==> config.mk <==
export PLATFORM = sky130hd
export DESIGN_NAME = btn_conditioner
export DESIGN_NICKNAME = d
export VERILOG_FILES = /design/src/rtl/btn_conditioner.sv
export SDC_FILE = /design/constraint.sdc
export NUM_CORES = 1
export LEC_CHECK = 0
export BUFFER_PORTS_ARGS = -buffer_cell sky130_fd_sc_hd__clkbuf_2
export CAP_MARGIN = 0
export CORE_ASPECT_RATIO = 1.1
export CORE_MARGIN = 1.5
export CORE_UTILIZATION = 35
export CTS_CLUSTER_DIAMETER = 100
export DETAILED_ROUTE_END_ITERATION = 7
export PLACE_DENSITY = 0.55
export SLEW_MARGIN = 10
export SYNTH_ARGS = -nofsm -noshare
export SYNTH_HDL_FRONTEND = slang
export SYNTH_SLANG_ARGS = --single-unit
==> constraint.sdc <==
create_clock -name clk -period 2.05 [get_ports clk]
set_input_delay 0.205 -clock clk [delete_from_list [all_inputs] [get_ports clk]]
set_output_delay 0.205 -clock clk [all_outputs]
set_load 0.02 [all_outputs]
==> src/rtl/btn_conditioner.sv <==
// Synchronizes, debounces and edge-detects the stopwatch pushbuttons and
// slide switches; also keeps the pause toggle state.
module btn_conditioner #(
  parameter int unsigned STABLE_CNT = 500000,
  parameter int unsigned CNT_W      = 20
) (
  input  logic clk,
  input  logic rst,
  input  logic btnRst,
  input  logic btnPause,
  input  logic swADJ,
  input  logic swSEL,
  output logic RESET,
  output logic resetPulse,
  output logic pausePulse,
  output logic paused,
  output logic ADJ,
  output logic SEL
);

  localparam logic [CNT_W-1:0] LAST = CNT_W'(STABLE_CNT - 1);

  logic [3:0]       raw;
  logic [3:0]       sync1_q;
  logic [3:0]       sync2_q;
  logic [3:0]       stb_q;
  logic [3:0]       stb_d;
  logic [3:0]       rise_d;
  logic [CNT_W-1:0] cnt_q [4];
  logic [CNT_W-1:0] cnt_d [4];
  logic             rst_pulse_q;
  logic             pause_pulse_q;
  logic             paused_q;
  logic             paused_d;

  // Bit order: 0 btnRst, 1 btnPause, 2 swADJ, 3 swSEL
  assign raw = {swSEL, swADJ, btnPause, btnRst};

  always_comb begin
    stb_d  = stb_q;
    rise_d = '0;
    for (int i = 0; i < 4; i++) begin
      cnt_d[i] = '0;
      if (sync2_q[i] != stb_q[i]) begin
        if (cnt_q[i] == LAST) begin
          stb_d[i]  = sync2_q[i];
          rise_d[i] = sync2_q[i];
        end else begin
          cnt_d[i] = cnt_q[i] + 1'b1;
        end
      end
    end
  end

  // A reset press wins over a simultaneous pause press
  always_comb begin
    paused_d = paused_q;
    if (rise_d[0]) begin
      paused_d = 1'b0;
    end else if (rise_d[1]) begin
      paused_d = ~paused_q;
    end
  end

  always_ff @(posedge clk) begin
    if (!rst) begin
      sync1_q       <= '0;
      sync2_q       <= '0;
      stb_q         <= '0;
      rst_pulse_q   <= 1'b0;
      pause_pulse_q <= 1'b0;
      paused_q      <= 1'b0;
      for (int i = 0; i < 4; i++) begin
        cnt_q[i] <= '0;
      end
    end else begin
      sync1_q       <= raw;
      sync2_q       <= sync1_q;
      stb_q         <= stb_d;
      rst_pulse_q   <= rise_d[0];
      pause_pulse_q <= rise_d[1];
      paused_q      <= paused_d;
      for (int i = 0; i < 4; i++) begin
        cnt_q[i] <= cnt_d[i];
      end
    end
  end

  assign RESET      = stb_q[0];
  assign ADJ        = stb_q[2];
  assign SEL        = stb_q[3];
  assign resetPulse = rst_pulse_q;
  assign pausePulse = pause_pulse_q;
  assign paused     = paused_q;

endmodule

; Yosys cells after proc, flatten, opt, wreduce, memory -nomap -nowiden
; Memories as Yosys holds them, arrays and structs flattened.
; Index checks and enable logic that the tools add are counted.
; Widths: inputs -> output; s select.
[word_totals]
register_bits = 15
ram_bits = 80
input_bits = 6
elab_cells = 51
n_memories = 1
[memory_table]
columns = memory, depth, word_bits, rd, rd_clocked_by_memory_dff, write_ports, line_no
row1 = cnt_q, 4, 20, 4, 0, 4, 29  ; logic [CNT_W-1:0] cnt_q [4];
[op_classes]
add_sub_neg = 4
eq_ne = 8
muxes = 18
bitwise = 6
reduce_logical = 5
[op_table]
columns = cell, n
row1 = $mux 20, 12
row2 = $add 20x1->20 const B, 4
row3 = $eq 20x19->1 const B, 4
row4 = $reduce_and 2->1, 4
row5 = $mux 1, 6
row6 = $ne 1x1->1, 4
row7 = $or 1x1->1, 4
row8 = $not 1->1, 2
row9 = $reduce_or 2->1, 1

; Depth between registers and ports, before layout
; Gate-level depths: netlist of run 1.
[logic_depth]
word_depth = 4
ltp_mapped = 7
depth_no_buf = 5

; Worst setup path after synthesis of run 1
; No wires, ideal clock.
[synth_path]
path_kind = register to register
startpoint = memory cnt_q[1][4]
endpoint = memory cnt_q[1][18]
setup_time_ps = 66
arrival_ps = 1881
setup_slack_ps = 103
path_stages_with_launch = 7
path_buffers = 2
synth_period_minus_slack_ps = 1947
cell_sequence = dfxtp_1 > buf_2 > nand4_4 > or4_1 > buf_2 > or4_4 > a21oi_2
[synth_rtl]
columns = element, line_no
row1 = start: declaration, 29

==> results of run 1 <==
-- report_power, final --
group | leakage [nW] | switching [W] | internal, W
Clock | 0.155 | 0.000711 | 0.00106
Sequential | 0.767 | 0.00000517 | 0.00185
Combinational | 0.637 | 0.0000274 | 0.0000191
-- area by class of cell --
cell class / count / share of cell area
Clock buffer: 9 / 0.0462
Inverter: 15 / 0.0115
Tap cell: 150 / 0.0385
Multi-Input combinational cell: 345 / 0.438
Clock inverter: 7 / 0.0180
Timing Repair Buffer: 39 / 0.0577
Sequential cell: 95 / 0.390
-- kinds of logic after synthesis --
| family | count (synthesis) | synth area share |
|---|---|---|
| buf+inv | 33 | 0.0334 |
| simple gates | 228 | 0.296 |
| fa+ha+maj | 4 | 0.0120 |
| xor+xnor | 54 | 0.114 |
| mux | 2 | 0.00481 |
| flops | 95 | 0.457 |
| compound gates | 57 | 0.0833 |
-- layer usage --
| metal | global-route usage | vias to the layer above | routed length, um |
|---|---|---|---|
| met3 | 0.0317 | 12 | 235 |
| met5 | 0 | - | 0 |
| met4 | 0.0725 | 0 | 186 |
| met1 | 0.188 | 1583 | 4100 |
| li1 | - | 1745 | - |
| met2 | 0.218 | 45 | 3960 |
-- registers in the layout (all words and copies together), names as in the netlist --
| register | flops |
|---|---|
| pausePulse | 1 |
| cnt_q | 80 |
| resetPulse | 1 |
| sync1_q | 4 |
| stb_q | 4 |
| paused | 1 |
| sync2_q | 4 |
-- Yosys cell counts --
cell type and number:
a31o_2 1, o21ai_1 1, nor3_1 11, ha_1 4
or4_4 1, o21ai_0 10, dfxtp_1 95, or4b_2 2
or4b_1 1, and3_1 6, or2_2 4, nand2b_1 1
nor4b_1 1, nand2_1 24, a41o_1 1, a21oi_1 24
nand3b_1 1, or4_1 16, nor4_1 12, nor2b_1 1
and2_1 10, o31ai_1 13, inv_1 15, a21o_1 1
a31oi_1 1, o41ai_1 1, mux2i_1 2, nor2_1 66
a211o_1 1, nand4_1 22, clkbuf_1 10, o211ai_1 2
xor2_1 28, nand3_1 27, or3_1 12, buf_2 6
a21oi_2 1, nor4bb_1 1, nand4_4 1, buf_4 2
and4_1 8, xnor2_1 26
-- per-stage QoR --
step                 util  hold slack (ps)  setup slack (ps)
detailed placement  0.392              414               116
finish              0.422             60.7              46.1
global route        0.422             62.8             -15.1
floorplan               -              332               103
global placement    0.392              416               164
CTS                 0.419             48.7              62.7
-- worst reg2reg max path, stage by stage (launching register included) --
cell and delay (ps):
dfxtp_1 350, or4_4 540, or3_4 400, o211ai_1 230, buf_4 180, buf_4 140, nor2_1 40
-- what timing repair did --
action,4_1_cts,5_1_grt
endpoints found under the setup margin,0,31
buffers inserted,0,1
resized for setup,0,9
-- worst min path at each step --
stage	start	end	slack [ps]	cells after the start
final	swADJ	sync1_q[2]	60	2
after global routing	btnRst	sync1_q[0]	60	2
after CTS	swSEL	sync1_q[3]	50	2
after detailed placement	swSEL	sync1_q[3]	410	2
after global placement	sync1_q[3]	sync2_q[3]	420	1
after floorplan	btnRst	sync1_q[0]	330	1
==> flow_metrics.tcl, run 1 <==
set metrics [dict create \
    final_cells 660 \
    floorplan.initialDensity 0.361 \
    cpMostUsedCell "buf_4" \
    ys_ff_latch 95 \
    grt_pass1_vias 3132 \
    post_drt_wl_per_cell_um 12.9 \
    clkTransAtPathRegs_ps 70 \
    slew_headroom 0.695 \
    dp.cells 641 \
    critPathBufInv 2 \
    vias_per_cell 5.13 \
    htree_levels 3 \
    final.setup.tns_ps 0 \
    drtIter0Drc 96 \
    start_kind "register" \
    final_antenna_net_count 0 \
    ctsHoldBuffers 0 \
    tritoncts "done" \
    power.density_mw_per_mm2 754 \
    regArea_mm2 0.00190 \
    yosysSeqAreaShare 0.457 \
    slowest_delay_ps 540 \
    hold_class "in -> reg" \
    cp_slowest_cell "or4_4" \
    port_buffers 11 \
    critPathTopFamily "simple AND/OR/NAND/NOR gates" \
    placed_cell_area_mm2 0.00452 \
    dieHeight_um 117 \
    ys_types 42 \
    cp.depth 6 \
    via_count 3385 \
    crit_fanout 5 \
    cts_max_path_buffers 2 \
    crit_chain "or4_4, or3_4, o211ai_1, buf_4, buf_4, nor2_1" \
    root_buffer "clkbuf_16" \
    cp_data_required_time_ps 2280 \
    rr_worst_depth 6 \
    clock_sinks 95 \
    dr.pass1.iters 4 \
    grt.overflow.total 0 \
    fmax_mhz 499 \
    rows 41 \
    final.min_clock_period_ps 2000 \
    worstSkewPairLatency_ps 340 \
    rrSetupSlack_ps 50 \
    setup_viol 0 \
    synth_top_area_cell "dfxtp_1" \
    timing.rr.start "cnt_q[1][5]" \
    r2r-end "cnt_q[1][0]" \
    p_leak_nw 1.56 \
    grt_first_pass_wirelength_um 14400 \
    grt_start_max_net_pins 21 \
    crit_path_end_kind "register" \
    die_x_um 107 \
    multi_input_area_mm2 0.00213 \
    final_layout_size_suffix_gt1_frac 0.135 \
    fin_area_mm2 0.00488 \
    place_congestion 0.801 \
    power_w 0.00368 \
    ir_worst_vdd_uv 311 \
    syn-cell-area_mm2 0.00416 \
    yosys_warnings 0 \
    status "completed" \
    antenna_found_initial 0 \
    cts_buffers 9 \
    syn2layout_area_growth_pct 17.1 \
    antennaDiodeCount 0 \
    dp_hpwl_um 5760 \
    final_cell_mix "94 x dfxtp_1, 66 x nor2_1, 28 x xor2_1, 27 x nand3_1" \
    finalCritPeriodShare 0.978 \
    track_usage 0.143 \
    core_mm2 0.0115 \
    hold_viol_final 0 \
    fin_nets 515 \
    syn-num-nets 483 \
    maxCapViolCount 0 \
    tightestPinTransition_ps 451 \
    final_common_cell "dfxtp_1" \
    synth.avg_cell_area_um2 8.80 \
    slew_violations 0 \
    crit_start "cnt_q[1][5]" \
    clock_skew_ps 5.17 \
    ios 12 \
    ys_top_cells_by_area "dfxtp_1 46%, nor2_1 6.0%, xor2_1 5.9%" \
    drc 0 \
    crit_path_end "cnt_q[1][0]" \
    critPathKind "reg -> reg" \
    cp.arrival_ps 2240 \
    wirelength_um 8490 \
    dieArea_mm2 0.0126 \
    synthCells 473 \
    fillCellCount 1153 \
    netlist.area_leader.share 0.457 \
]
Power figures use the tool's default switching activity.
==> run 2, diff against run 1 <==
--- a/config.mk
+++ b/config.mk
@@ -9,10 +9,10 @@
 export CAP_MARGIN = 0
 export CORE_ASPECT_RATIO = 1.1
 export CORE_MARGIN = 1.5
-export CORE_UTILIZATION = 35
+export CORE_UTILIZATION = 55
 export CTS_CLUSTER_DIAMETER = 100
 export DETAILED_ROUTE_END_ITERATION = 7
-export PLACE_DENSITY = 0.55
+export PLACE_DENSITY = 0.78
 export SLEW_MARGIN = 10
 export SYNTH_ARGS = -nofsm -noshare
 export SYNTH_HDL_FRONTEND = slang
==> flow_metrics.tcl, run 2 (synthesized netlist as in run 1, its figures left out) <==
set metrics [dict create \
    status "completed" \
    crit_fanout 7 \
    via_count 3414 \
    antenna_found_initial 0 \
    crit_path_end_kind "register" \
    final_cell_mix "93 x dfxtp_1, 66 x nor2_1, 28 x xor2_1, 27 x nand3_1, 26 x xnor2_1" \
    worstSkewPairLatency_ps 350 \
    final_antenna_net_count 0 \
    antennaDiodeCount 0 \
    htree_levels 3 \
    final.setup.tns_ps 0 \
    p_clk_frac 0.435 \
    setup_viol 0 \
    dp_hpwl_um 5530 \
    fin_nets 510 \
    ir_worst_vdd_uv 280 \
    min_path_cells 2 \
    power.density_mw_per_mm2 719 \
    cts_buffers 9 \
    die_x_um 86.0 \
    root_buffer "clkbuf_8" \
    cp_data_required_time_ps 2300 \
    grt_first_pass_wirelength_um 13900 \
    slew_violations 0 \
    core_mm2 0.00739 \
    grt.overflow.total 0 \
    hold_viol_final 0 \
    clock_sinks 95 \
    p_sw_frac 0.203 \
    grt_setup_unrepaired "no" \
    seqPwrFrac 0.552 \
    p_sw_w 0.000683 \
    cp.arrival_ps 2230 \
    dp.cells 575 \
    tritoncts "done" \
    p_int_w 0.00268 \
    tightestPinTransition_ps 514 \
    dieArea_mm2 0.00810 \
    clock_skew_ps 18.4 \
    grt_start_max_net_pins 21 \
    pre_cts_slack_ps 56.9 \
    p_leak_nw 1.50 \
    fmax_mhz 507 \
    start_kind "register" \
    cts_max_path_buffers 2 \
    post_drt_wl_per_cell_um 13.5 \
    finalWorstSetupSlack_ps 77.3 \
    wirelength_um 8010 \
    final_layout_size_suffix_gt1_frac 0.125 \
    ios 12 \
    vias_per_cell 5.78 \
    slew_headroom 0.652 \
    port_buffers 11 \
    combPwrFrac 0.013 \
    syn2layout_area_growth_pct 12.5 \
    rows 33 \
    clkTransAtPathRegs_ps 100 \
    grt_pass1_vias 3321 \
    floorplan.initialDensity 0.563 \
    final.min_clock_period_ps 1970 \
    final_common_cell "dfxtp_1" \
    dieHeight_um 94.2 \
    final_util 0.633 \
    hold_class "in -> reg" \
    rr_worst_depth 5 \
    drtIter0Drc 104 \
    largest_reg_flops 80 \
    maxCapViolCount 0 \
    top_register "cnt_q" \
    finalCritPeriodShare 0.962 \
    dr.pass1.iters 4 \
    fillCellCount 612 \
    drc 0 \
    track_usage 0.211 \
    ctsHoldBuffers 0 \
    final_cells 591 \
    hold_ws_ps 68.6 \
    critPathKind "reg -> reg" \
    place_congestion 0.865 \
]
[run 2: cell types whose count changed in the layout (fill, tap and decap cells not counted), moves of 2 or more]
cell and delta:
buf_4 -5, clkinv_2 -4, clkbuf_16 -9, inv_6 +2, clkbuf_8 +9
[run 2: final cells by class]
class | count | area [um2] | share of cell area
well taps | 87 | 109 | 0.0232
inverters | 15 | 56.3 | 0.0120
repair buffers | 34 | 244 | 0.0521
clock buffers | 9 | 124 | 0.0265
clock inverters | 6 | 115 | 0.0246
multi-input cells | 345 | 2130 | 0.455
flip-flops and latches | 95 | 1900 | 0.407
[run 2: per-stage QoR]
step | power [W] | instance area (um2)
after detailed placement | 0.00194 | 4420
final | 0.00337 | 4680
after global placement | 0.00194 | 4420
after global routing | 0.00347 | 4680
after CTS | 0.00338 | 4660
after floorplan | 0.00193 | 4160
[run 2: power groups by stage]
stage / combinational, W / clock [W] / sequential, W
final: 0.0000427 / 0.00146 / 0.00186
after global routing: 0.0000483 / 0.00156 / 0.00186
after CTS: 0.0000416 / 0.00148 / 0.00186
after detailed placement: 0.0000416 / 0 / 0.00190
after global placement: 0.0000405 / 0 / 0.00190
after floorplan: 0.0000286 / 0 / 0.00190
[run 2: final timing paths]
kind / startpoint / end / slack (ps)
max reg2reg: cnt_q[1][5] / cnt_q[1][5] / 80
max: cnt_q[1][5] / cnt_q[1][5] / 80
min reg2reg: sync1_q[0] / sync2_q[0] / 440
min: swADJ / sync1_q[2] / 70
[run 2: metal layers]
metal / GRT usage / up-vias / part of all wire
met1: 0.251 / 1616 / 0.47
li1: - / 1731 / -
met2: 0.375 / 54 / 0.49
met5: 0 / - / 0
met3: 0.0316 / 13 / 0.021
met4: 0.0941 / 0 / 0.014
[run 2: worst max-delay path, cell delays in order (launching register included)]
cell	delay, ps
dfxtp_2	370
or4_4	530
or3_1	400
o211ai_1	290
buf_4	220
nor2_1	60
[run 2: what timing repair did]
action,CTS,global route
buffers inserted,0,0
setup endpoints to repair,0,16
gates resized for setup,0,7
==> run 3, diff against run 2 <==
--- a/config.mk
+++ b/config.mk
@@ -12,7 +12,7 @@
 export CORE_UTILIZATION = 55
 export CTS_CLUSTER_DIAMETER = 100
 export DETAILED_ROUTE_END_ITERATION = 7
-export PLACE_DENSITY = 0.78
+export PLACE_DENSITY = 0.75
 export SLEW_MARGIN = 10
 export SYNTH_ARGS = -nofsm -noshare
 export SYNTH_HDL_FRONTEND = slang
==> flow_metrics.tcl, run 3 (synthesized netlist as in run 1, its figures left out) <==
set metrics [dict create \
    port_buffers 11 \
    clkTransAtPathRegs_ps 90 \
    fin_nets 510 \
    grt_start_max_net_pins 21 \
    fmax_mhz 510 \
    clock_sinks 95 \
    floorplan.initialDensity 0.563 \
    cp_data_required_time_ps 2310 \
    antennaDiodeCount 0 \
    tritoncts "done" \
    grt.overflow.total 0 \
    hold_viol_final 0 \
    pre_cts_slack_ps 51.6 \
    hold_ws_ps 43.9 \
    critPathTopFamily "simple AND/OR/NAND/NOR gates" \
    post_drt_wl_per_cell_um 13.1 \
    dieHeight_um 94.2 \
    rows 33 \
    crit_fanout 10 \
    min_path_cells 2 \
    dieArea_mm2 0.00810 \
    cp.arrival_ps 2220 \
    via_count 3394 \
    root_buffer "clkbuf_8" \
    setup_viol 0 \
    crit_path_end_kind "register" \
    final.setup.tns_ps 0 \
    grt_first_pass_wirelength_um 13400 \
    final_util 0.632 \
    power.density_mw_per_mm2 687 \
    critPathBufInv 2 \
    final_cell_mix "94 x dfxtp_1, 66 x nor2_1, 28 x xor2_1, 27 x nand3_1, 26 x xnor2_1" \
    drc 0 \
    largest_reg_flops 80 \
    wirelength_um 7780 \
    cts_buffers 9 \
    fillCellCount 635 \
    htree_levels 3 \
    dr.pass1.iters 4 \
    final_common_cell "dfxtp_1" \
    syn2layout_area_growth_pct 12.1 \
    antenna_found_initial 0 \
    place_congestion 0.879 \
    hold_class "in -> reg" \
    slowest_delay_ps 550 \
    top_register "cnt_q" \
    clock_skew_ps 13.0 \
    rr_worst_depth 6 \
    dp_hpwl_um 5360 \
    grt_pass1_vias 3132 \
    ctsHoldBuffers 0 \
    finalWorstSetupSlack_ps 88.3 \
    crit_chain "or4_4, or3_1, o211ai_1, buf_4, clkbuf_16, nor2_1" \
    ir_worst_vdd_uv 393 \
    p_leak_nw 1.49 \
    final_antenna_net_count 0 \
    slew_violations 0 \
    final_cells 592 \
    finalCritPeriodShare 0.957 \
    start_kind "register" \
    critPathKind "reg -> reg" \
    dp.cells 574 \
    status "completed" \
    maxCapViolCount 0 \
    core_mm2 0.00739 \
    final.min_clock_period_ps 1960 \
    cp.depth 6 \
    die_x_um 86.0 \
    vias_per_cell 5.73 \
    ios 12 \
    drtIter0Drc 108 \
    cp_slowest_cell "or4_4" \
    track_usage 0.205 \
    slew_headroom 0.663 \
    grt_setup_unrepaired "no" \
    cts_max_path_buffers 2 \
    final_layout_size_suffix_gt1_frac 0.127 \
    worstSkewPairLatency_ps 370 \
    tightestPinTransition_ps 502 \
]
-- run 3: worst paths after layout --
check,slack (ps),start,endpoint
min,40,swADJ,sync1_q[2]
max,90,cnt_q[1][12],cnt_q[1][12]
min reg2reg,440,sync1_q[3],sync2_q[3]
max reg2reg,90,cnt_q[1][12],cnt_q[1][12]
-- run 3: layout make-up --
type	instances	area, um2	area share
clock inverter	5	63.8	0.0137
inverter	15	56.3	0.0121
tap	87	109	0.0233
multi-input combinational	345	2140	0.458
clock buffer	11	151	0.0324
timing repair buffer	34	249	0.0533
sequential	95	1900	0.408
-- run 3: metrics by stage --
stage	instance area [um2]	power, W
global route	4670	0.00331
finish	4670	0.00321
CTS	4630	0.00323
floorplan	4160	0.00193
global placement	4410	0.00194
detailed placement	4410	0.00194
-- run 3: repair_timing --
item	in CTS	in global routing
setup buffers	0	1
hold endpoints to repair	0	0
endpoints found under the setup margin	0	21
resized for setup	0	5
-- run 3: power breakdown --
part	leakage, nW	internal [W]	switching [W]	total (W)
combinational	0.618	0.0000182	0.0000263	0.0000444
clock	0.106	0.000639	0.000663	0.00130
sequential	0.767	0.00185	0.00000546	0.00186
total	1.49	0.00251	0.000695	0.00321
-- run 3: routing by layer --
metal  track usage  wire (um)  up-vias
li1              -          -     1746
met4        0.0981        132        0
met2         0.358       3760       43
met3        0.0308        186        8
met1         0.245       3700     1597
met5             0          0        -
